==> src/rtl/lamp_handball_ctrl.sv <==
// lamp_handball_ctrl: two-player "lamp handball" game controller.
// A ball of light bounces along a row of five lamps. The left player guards
// lamp[4] (btn_l), the right player guards lamp[0] (btn_r). Pressing while
// the ball sits on your end lamp returns it. Missing the ball, or pressing
// early, hands the point to the opponent. First to WIN_SCORE wins.
//
// Parameters:
//   TICK_DIV   clock cycles per ball step (2..255)
//   WIN_SCORE  points needed to win (1..15)
// Ports:
//   clk          rising-edge clock
//   reset        asynchronous active-low reset
//   start        start / restart game (rising edge)
//   btn_l/btn_r  player buttons (rising edge)
//   lamp[4:0]    lamp drive
//   score_l/r    player scores
//   point_pulse  one-cycle strobe when a point is awarded
//   game_over    a player has reached WIN_SCORE
//   winner       0 = left, 1 = right, valid while game_over
// Optional feature: define LAMP_HANDBALL_SPEEDUP_EN to shorten the step
// period by one cycle on every hit (floor of 2), restored on point or start.
module lamp_handball_ctrl #(
  parameter int unsigned TICK_DIV  = 4,
  parameter int unsigned WIN_SCORE = 5
) (
  input  logic       clk,
  input  logic       reset,
  input  logic       start,
  input  logic       btn_l,
  input  logic       btn_r,
  output logic [4:0] lamp,
  output logic [3:0] score_l,
  output logic [3:0] score_r,
  output logic       point_pulse,
  output logic       game_over,
  output logic       winner
);

  localparam int unsigned CW = 8;
  localparam int unsigned SW = 4;
  localparam logic [CW-1:0] PERIOD_RST = CW'(TICK_DIV);
  localparam logic [CW-1:0] PERIOD_MIN = CW'(2);
  localparam logic [SW-1:0] WIN_C      = SW'(WIN_SCORE);
  localparam logic [2:0]    POS_L      = 3'd4;
  localparam logic [2:0]    POS_R      = 3'd0;

  typedef enum logic [2:0] {
    S_IDLE,
    S_SERVE,
    S_MOVE_L,  // ball travelling toward lamp[4]
    S_MOVE_R,  // ball travelling toward lamp[0]
    S_POINT,
    S_OVER
  } state_e;

  state_e        state_q, state_d;
  logic [2:0]    pos_q, pos_d;
  logic [CW-1:0] cnt_q, cnt_d;
  logic [CW-1:0] period_q, period_d;
  logic          server_q, server_d;   // 0 = left serves, 1 = right serves
  logic [SW-1:0] score_l_q, score_l_d;
  logic [SW-1:0] score_r_q, score_r_d;
  logic          winner_q, winner_d;
  logic          pulse_q, pulse_d;
  logic          over_q, over_d;
  logic [4:0]    lamp_q, lamp_d;
  logic          start_q, btn_l_q, btn_r_q;
  logic          arm_q;

  logic start_e, btn_l_e, btn_r_e;
  logic tick, hit, award_l, award_r;

  // Edges need one registered sample after reset before they can fire.
  assign start_e = arm_q & start & ~start_q;
  assign btn_l_e = arm_q & btn_l & ~btn_l_q;
  assign btn_r_e = arm_q & btn_r & ~btn_r_q;

  assign tick = (cnt_q == (period_q - CW'(1)));

  // Next-state, scoring and output decode.
  always_comb begin
    state_d   = state_q;
    pos_d     = pos_q;
    server_d  = server_q;
    score_l_d = score_l_q;
    score_r_d = score_r_q;
    winner_d  = winner_q;
    pulse_d   = 1'b0;
    hit       = 1'b0;
    award_l   = 1'b0;
    award_r   = 1'b0;
    cnt_d     = '0;
    period_d  = period_q;
    lamp_d    = '0;
    over_d    = 1'b0;

    if (start_e) begin
      state_d   = S_SERVE;
      pos_d     = POS_L;
      server_d  = 1'b0;
      score_l_d = '0;
      score_r_d = '0;
      winner_d  = 1'b0;
    end else begin
      unique case (state_q)
        S_SERVE: begin
          if (!server_q && btn_l_e) begin
            state_d = S_MOVE_R;
          end else if (server_q && btn_r_e) begin
            state_d = S_MOVE_L;
          end
        end
        S_MOVE_R: begin
          if (btn_r_e) begin
            if (pos_q == POS_R) begin
              state_d = S_MOVE_L;
              hit     = 1'b1;
            end else begin
              award_l = 1'b1;
            end
          end else if (tick) begin
            if (pos_q == POS_R) award_l = 1'b1;
            else                pos_d   = pos_q - 3'd1;
          end
        end
        S_MOVE_L: begin
          if (btn_l_e) begin
            if (pos_q == POS_L) begin
              state_d = S_MOVE_R;
              hit     = 1'b1;
            end else begin
              award_r = 1'b1;
            end
          end else if (tick) begin
            if (pos_q == POS_L) award_r = 1'b1;
            else                pos_d   = pos_q + 3'd1;
          end
        end
        S_POINT: begin
          // server_q already names the point loser, so the scorer is its opposite.
          if (tick) begin
            if (server_q) begin
              if (score_l_q == WIN_C) begin
                state_d  = S_OVER;
                winner_d = 1'b0;
              end else begin
                state_d = S_SERVE;
                pos_d   = POS_R;
              end
            end else begin
              if (score_r_q == WIN_C) begin
                state_d  = S_OVER;
                winner_d = 1'b1;
              end else begin
                state_d = S_SERVE;
                pos_d   = POS_L;
              end
            end
          end
        end
        default: ;
      endcase
    end

    if (award_l) begin
      state_d   = S_POINT;
      server_d  = 1'b1;
      pulse_d   = 1'b1;
      score_l_d = (score_l_q < WIN_C) ? score_l_q + SW'(1) : score_l_q;
    end
    if (award_r) begin
      state_d   = S_POINT;
      server_d  = 1'b0;
      pulse_d   = 1'b1;
      score_r_d = (score_r_q < WIN_C) ? score_r_q + SW'(1) : score_r_q;
    end

    // Step timer restarts on any state change, on a hit, and on wrap.
    if ((state_d != state_q) || hit || tick) cnt_d = '0;
    else                                     cnt_d = cnt_q + CW'(1);

`ifdef LAMP_HANDBALL_SPEEDUP_EN
    if (hit) period_d = (period_q > PERIOD_MIN) ? period_q - CW'(1) : PERIOD_MIN;
    if (start_e || (state_d == S_POINT)) period_d = PERIOD_RST;
`else
    period_d = PERIOD_RST;
`endif

    unique case (state_d)
      S_SERVE, S_MOVE_L, S_MOVE_R: lamp_d = 5'b00001 << pos_d;
      S_POINT:                     lamp_d = 5'b11111;
      S_OVER:                      lamp_d = winner_d ? 5'b00001 : 5'b10000;
      default:                     lamp_d = 5'b00000;
    endcase
    over_d = (state_d == S_OVER);
  end

  // All state and registered outputs.
  always_ff @(posedge clk or negedge reset) begin
    if (!reset) begin
      state_q   <= S_IDLE;
      pos_q     <= POS_L;
      cnt_q     <= '0;
      period_q  <= PERIOD_RST;
      server_q  <= 1'b0;
      score_l_q <= '0;
      score_r_q <= '0;
      winner_q  <= 1'b0;
      pulse_q   <= 1'b0;
      over_q    <= 1'b0;
      lamp_q    <= '0;
      start_q   <= 1'b0;
      btn_l_q   <= 1'b0;
      btn_r_q   <= 1'b0;
      arm_q     <= 1'b0;
    end else begin
      state_q   <= state_d;
      pos_q     <= pos_d;
      cnt_q     <= cnt_d;
      period_q  <= period_d;
      server_q  <= server_d;
      score_l_q <= score_l_d;
      score_r_q <= score_r_d;
      winner_q  <= winner_d;
      pulse_q   <= pulse_d;
      over_q    <= over_d;
      lamp_q    <= lamp_d;
      start_q   <= start;
      btn_l_q   <= btn_l;
      btn_r_q   <= btn_r;
      arm_q     <= 1'b1;
    end
  end

  assign lamp        = lamp_q;
  assign score_l     = score_l_q;
  assign score_r     = score_r_q;
  assign point_pulse = pulse_q;
  assign game_over   = over_q;
  assign winner      = winner_q;

endmodule

==> config.mk <==
export PLATFORM = sky130hd
export DESIGN_NAME = lamp_handball_ctrl
export DESIGN_NICKNAME = d
export VERILOG_FILES = /design/src/rtl/lamp_handball_ctrl.sv
export SDC_FILE = /design/constraint.sdc
export NUM_CORES = 1
export LEC_CHECK = 0
export ABC_AREA = 0
export CAP_MARGIN = 30
export CORE_MARGIN = 2
export CORE_UTILIZATION = 60
export CTS_BUF_LIST = sky130_fd_sc_hd__clkbuf_4 sky130_fd_sc_hd__clkbuf_8
export CTS_CLUSTER_SIZE = 25
export DETAILED_ROUTE_END_ITERATION = 6
export DONT_BUFFER_PORTS = 1
export PLACE_DENSITY = 0.79
export SETUP_SLACK_MARGIN = 0.02
export SLEW_MARGIN = 20
export SYNTH_ARGS = -nofsm -noshare
export SYNTH_HDL_FRONTEND = slang
export SYNTH_SLANG_ARGS = --single-unit
==> constraint.sdc <==
create_clock -name clk -period 8.4 [get_ports clk]
set_clock_uncertainty 0.05 [all_clocks]
set_input_delay 0.84 -clock clk [delete_from_list [all_inputs] [get_ports clk]]
set_output_delay 0.84 -clock clk [all_outputs]
set_load 0.02 [all_outputs]
==> flow_metrics.env <==
export IMPL_run_status="finished clean"
export IMPL_final_min_clock_period_ns=3.19
export IMPL_layout_worst_path_cycle_share=0.380
export IMPL_drt_pass1_iter_count=4
export IMPL_timing_setup_tns_ns=0
export IMPL_initial_util=0.633
export IMPL_netlist_top_cells_area="sky130_fd_sc_hd__dfrtp_1 (40%), sky130_fd_sc_hd__ha_1 (5.9%), sky130_fd_sc_hd__nand3_1 (3.1%), sky130_fd_sc_hd__inv_1 (3.0%), sky130_fd_sc_hd__xor2_1 (2.9%)"
export IMPL_setup_violations_final=0
export IMPL_area_growth_syn_to_layout_pct=5.70
export IMPL_clk_insertion_delay_late_ns=0.35
export IMPL_finalHoldViolations=0
export IMPL_antenna_violations_before_repair=0
export IMPL_max_slew_worst_pin_slew_ns=0.642
export IMPL_cts_resized=0
export IMPL_portBuffers=0
export IMPL_finalMaxSlewViolations=0
export IMPL_regToRegEndpoint="cnt_q[4]"
export IMPL_number_of_h_tree_branching_levels=2
export IMPL_yosysSeqAreaShare=0.412
export IMPL_die_width_um=63.6
export IMPL_drt_total_wl_um=4650
export IMPL_dp_hpwl_um=3390
export IMPL_multi_input_comb_area_mm2=0.00117
export IMPL_holdCritPathClass="in -> async"
export IMPL_p_leak_nw=1.04
export IMPL_ctsHoldBuffers=0
export IMPL_cts_tree="built"
export IMPL_first_global_vias=1665
export IMPL_total_power_w=0.000670
export IMPL_worstReg2RegStart="cnt_q[0]"
export IMPL_grt_max_degree=36
export IMPL_cts_buffers=5
export IMPL_path_max_fanout=9
export IMPL_max_freq_mhz=313
export IMPL_fillers=291
export IMPL_netlist_instances=224
export IMPL_synth_largest_type_area_fraction=0.400
export IMPL_max_cap_violations=0
export IMPL_initialDrtViolationCount=131
export IMPL_nets=241
export IMPL_worst_r2r_cell_count=7
export IMPL_place_inst=264
export IMPL_vias=1757
export IMPL_global_route_overflow_total=0
export IMPL_floorplan_core_area_mm2=0.00336
export IMPL_boundaryPins=21
export IMPL_cts_sinks=35
export IMPL_drive_gt1_frac=0.0881
export IMPL_synth_avg_cell_area_um2=9.51
export IMPL_slew_headroom=0.570
export IMPL_grt_pass1_wl_um=7890
export IMPL_cell_area_after_technology_mapping_mm2=0.00213
export IMPL_mostFrequentLayoutCell="sky130_fd_sc_hd__dfrtp_1"
export IMPL_globalplace_congestion=0.926
export IMPL_worst_setup_path_startpoint="cnt_q[0]"
export IMPL_floorplan_die_area_mm2=0.00404
export IMPL_cts_setup_buffers=0
export IMPL_clockRootBuffer="sky130_fd_sc_hd__clkbuf_4"
export IMPL_synth_edf_count=0
export IMPL_drtAntennaViolNets=0
export IMPL_die_h_um=63.6
export IMPL_clk_path_buf_depth=2
export IMPL_crit_path_start_kind="register"
export IMPL_final_cell_mix="sky130_fd_sc_hd__dfrtp_1 (34), sky130_fd_sc_hd__inv_1 (17), sky130_fd_sc_hd__nor2_1 (14), sky130_fd_sc_hd__nand2_1 (14), sky130_fd_sc_hd__nand3_1 (13)"
export IMPL_critical_path_class="reg -> reg"
export IMPL_setup_repair_after_global_routing_missed_its_margin="no"
export IMPL_ys_warn_count=0
export IMPL_worst_ep_arrival_time_ns=3.34
export IMPL_synth_seq_cells=35
export IMPL_peakVddDrop_mv=0.201
export IMPL_area_sequential_um2=877
export IMPL_critPathCaptureType="register"
export IMPL_synth_async_reset_ratio=1.00
export IMPL_yosys_area_top_type="sky130_fd_sc_hd__dfrtp_1"
export IMPL_drcViolationCount=0
export IMPL_antenna_diode_count=0
export IMPL_placement_rows=21
export IMPL_ys_dominant_reg_cell="sky130_fd_sc_hd__dfrtp_1"
export IMPL_cts_clk_slew_worst_paths_ns=0.12
export IMPL_detail_route_wl_per_cell_um=17.0
export IMPL_data_required_time_at_the_worst_endpoint_ns=8.55
export IMPL_rrSetupSlack_ns=5.21
export IMPL_synth_cell_types=55
export IMPL_pwr_dens_mw_per_mm2=298
export IMPL_synth_net_count=239
export IMPL_groute_usage_overall=0.250
export IMPL_via_density_per_instance=6.44
export IMPL_layoutNonFillerInstCount=273
-- how the worst max path moves through the flow --
stage	endpoint	slack, ns
after floorplan	lamp[1]	5.66
after global placement	cnt_q[4]	5.41
after global routing	cnt_q[7]	5.07
after CTS	cnt_q[7]	5.22
after detailed placement	cnt_q[7]	5.27
final	cnt_q[4]	5.21
-- critical path, stage by stage (launching register included) --
cell and delay (ns):
sky130_fd_sc_hd__dfrtp_1 0.44, sky130_fd_sc_hd__ha_1 0.24, sky130_fd_sc_hd__nor3b_2 0.57, sky130_fd_sc_hd__nand2_4 0.16, sky130_fd_sc_hd__or4_1 0.50, sky130_fd_sc_hd__a311o_2 0.47, sky130_fd_sc_hd__o21ai_1 0.46, sky130_fd_sc_hd__nor4_1 0.15
-- logic make-up (layout without fill, tap and decap cells) --
logic type	after synthesis	count (layout)	synth area share
flip-flops	35	35	0.412
buffers and inverters	23	26	0.0405
multiplexers	3	3	0.0141
other	1	1	0.00176
AO/OA/AOI/OAI	44	44	0.155
adder cells (fa/ha/maj)	10	10	0.0588
AND/OR/NAND/NOR	98	98	0.277
XOR/XNOR	10	10	0.0411
-- cell usage after synthesis (all sizes together) (2+ instances only) --
library cell / instances
inv: 17
ha: 10
and3b: 4
nand2: 15
mux2i: 3
a211oi: 2
xor2: 7
nand2b: 2
nor4: 9
o21ai: 7
nor2b: 2
a21oi: 7
a31oi: 2
o211ai: 2
a211o: 4
nor3: 4
dfrtp: 34
nor3b: 3
o31ai: 6
or3: 2
clkbuf: 6
nand3b: 7
nand4: 5
nand3: 13
and2: 5
and3: 5
nand4b: 4
xnor2: 3
nor2: 14
-- power by group --
part | internal, W | switching, W | total [W]
Sequential | 0.000207 | 0.0000749 | 0.000282
Clock | 0.0000626 | 0.0000602 | 0.000123
Combinational | 0.000108 | 0.000158 | 0.000266
-- layer usage --
layer  up-vias  GRT usage  wire length (um)
li1        830          -                 -
met1       852      0.325              2050
met2        67      0.400              2220
met3         8     0.0607               314
met4         0      0.103                74
met5         -          0                 0
-- final cells by class --
class                      count  area share
clock inverter                 3      0.0195
timing repair buffer           1     0.00222
tap                           46      0.0256
multi-input combinational    166       0.518
inverter                      17      0.0283
sequential                    35       0.390
clock buffer                   5      0.0167
-- flip-flops by register name, indices dropped and copies added, names as in the netlist --
name,flops
score_l,4
winner,1
game_over,1
arm_q,1
cnt_q,8
pos_q,3
score_r,4
btn_r_q,1
start_q,1
btn_l_q,1
server_q,1
point_pulse,1
state_q,3
lamp,5
-- metrics by stage --
| stage | hold WS [ns] | setup slack (ns) | utilization | cell area [um2] |
|---|---|---|---|---|
| 5_1_grt | 0.0884 | 5.07 | 0.669 | 2250 |
| 6_report | 0.110 | 5.21 | 0.669 | 2250 |
| 3_3_place_gp | 0.447 | 5.41 | 0.644 | 2160 |
| 3_5_place_dp | 0.496 | 5.27 | 0.644 | 2160 |
| 2_1_floorplan | 0.433 | 5.66 | - | 2130 |
| 4_1_cts | 0.0995 | 5.22 | 0.668 | 2250 |
Power figures use the tool's default switching activity.
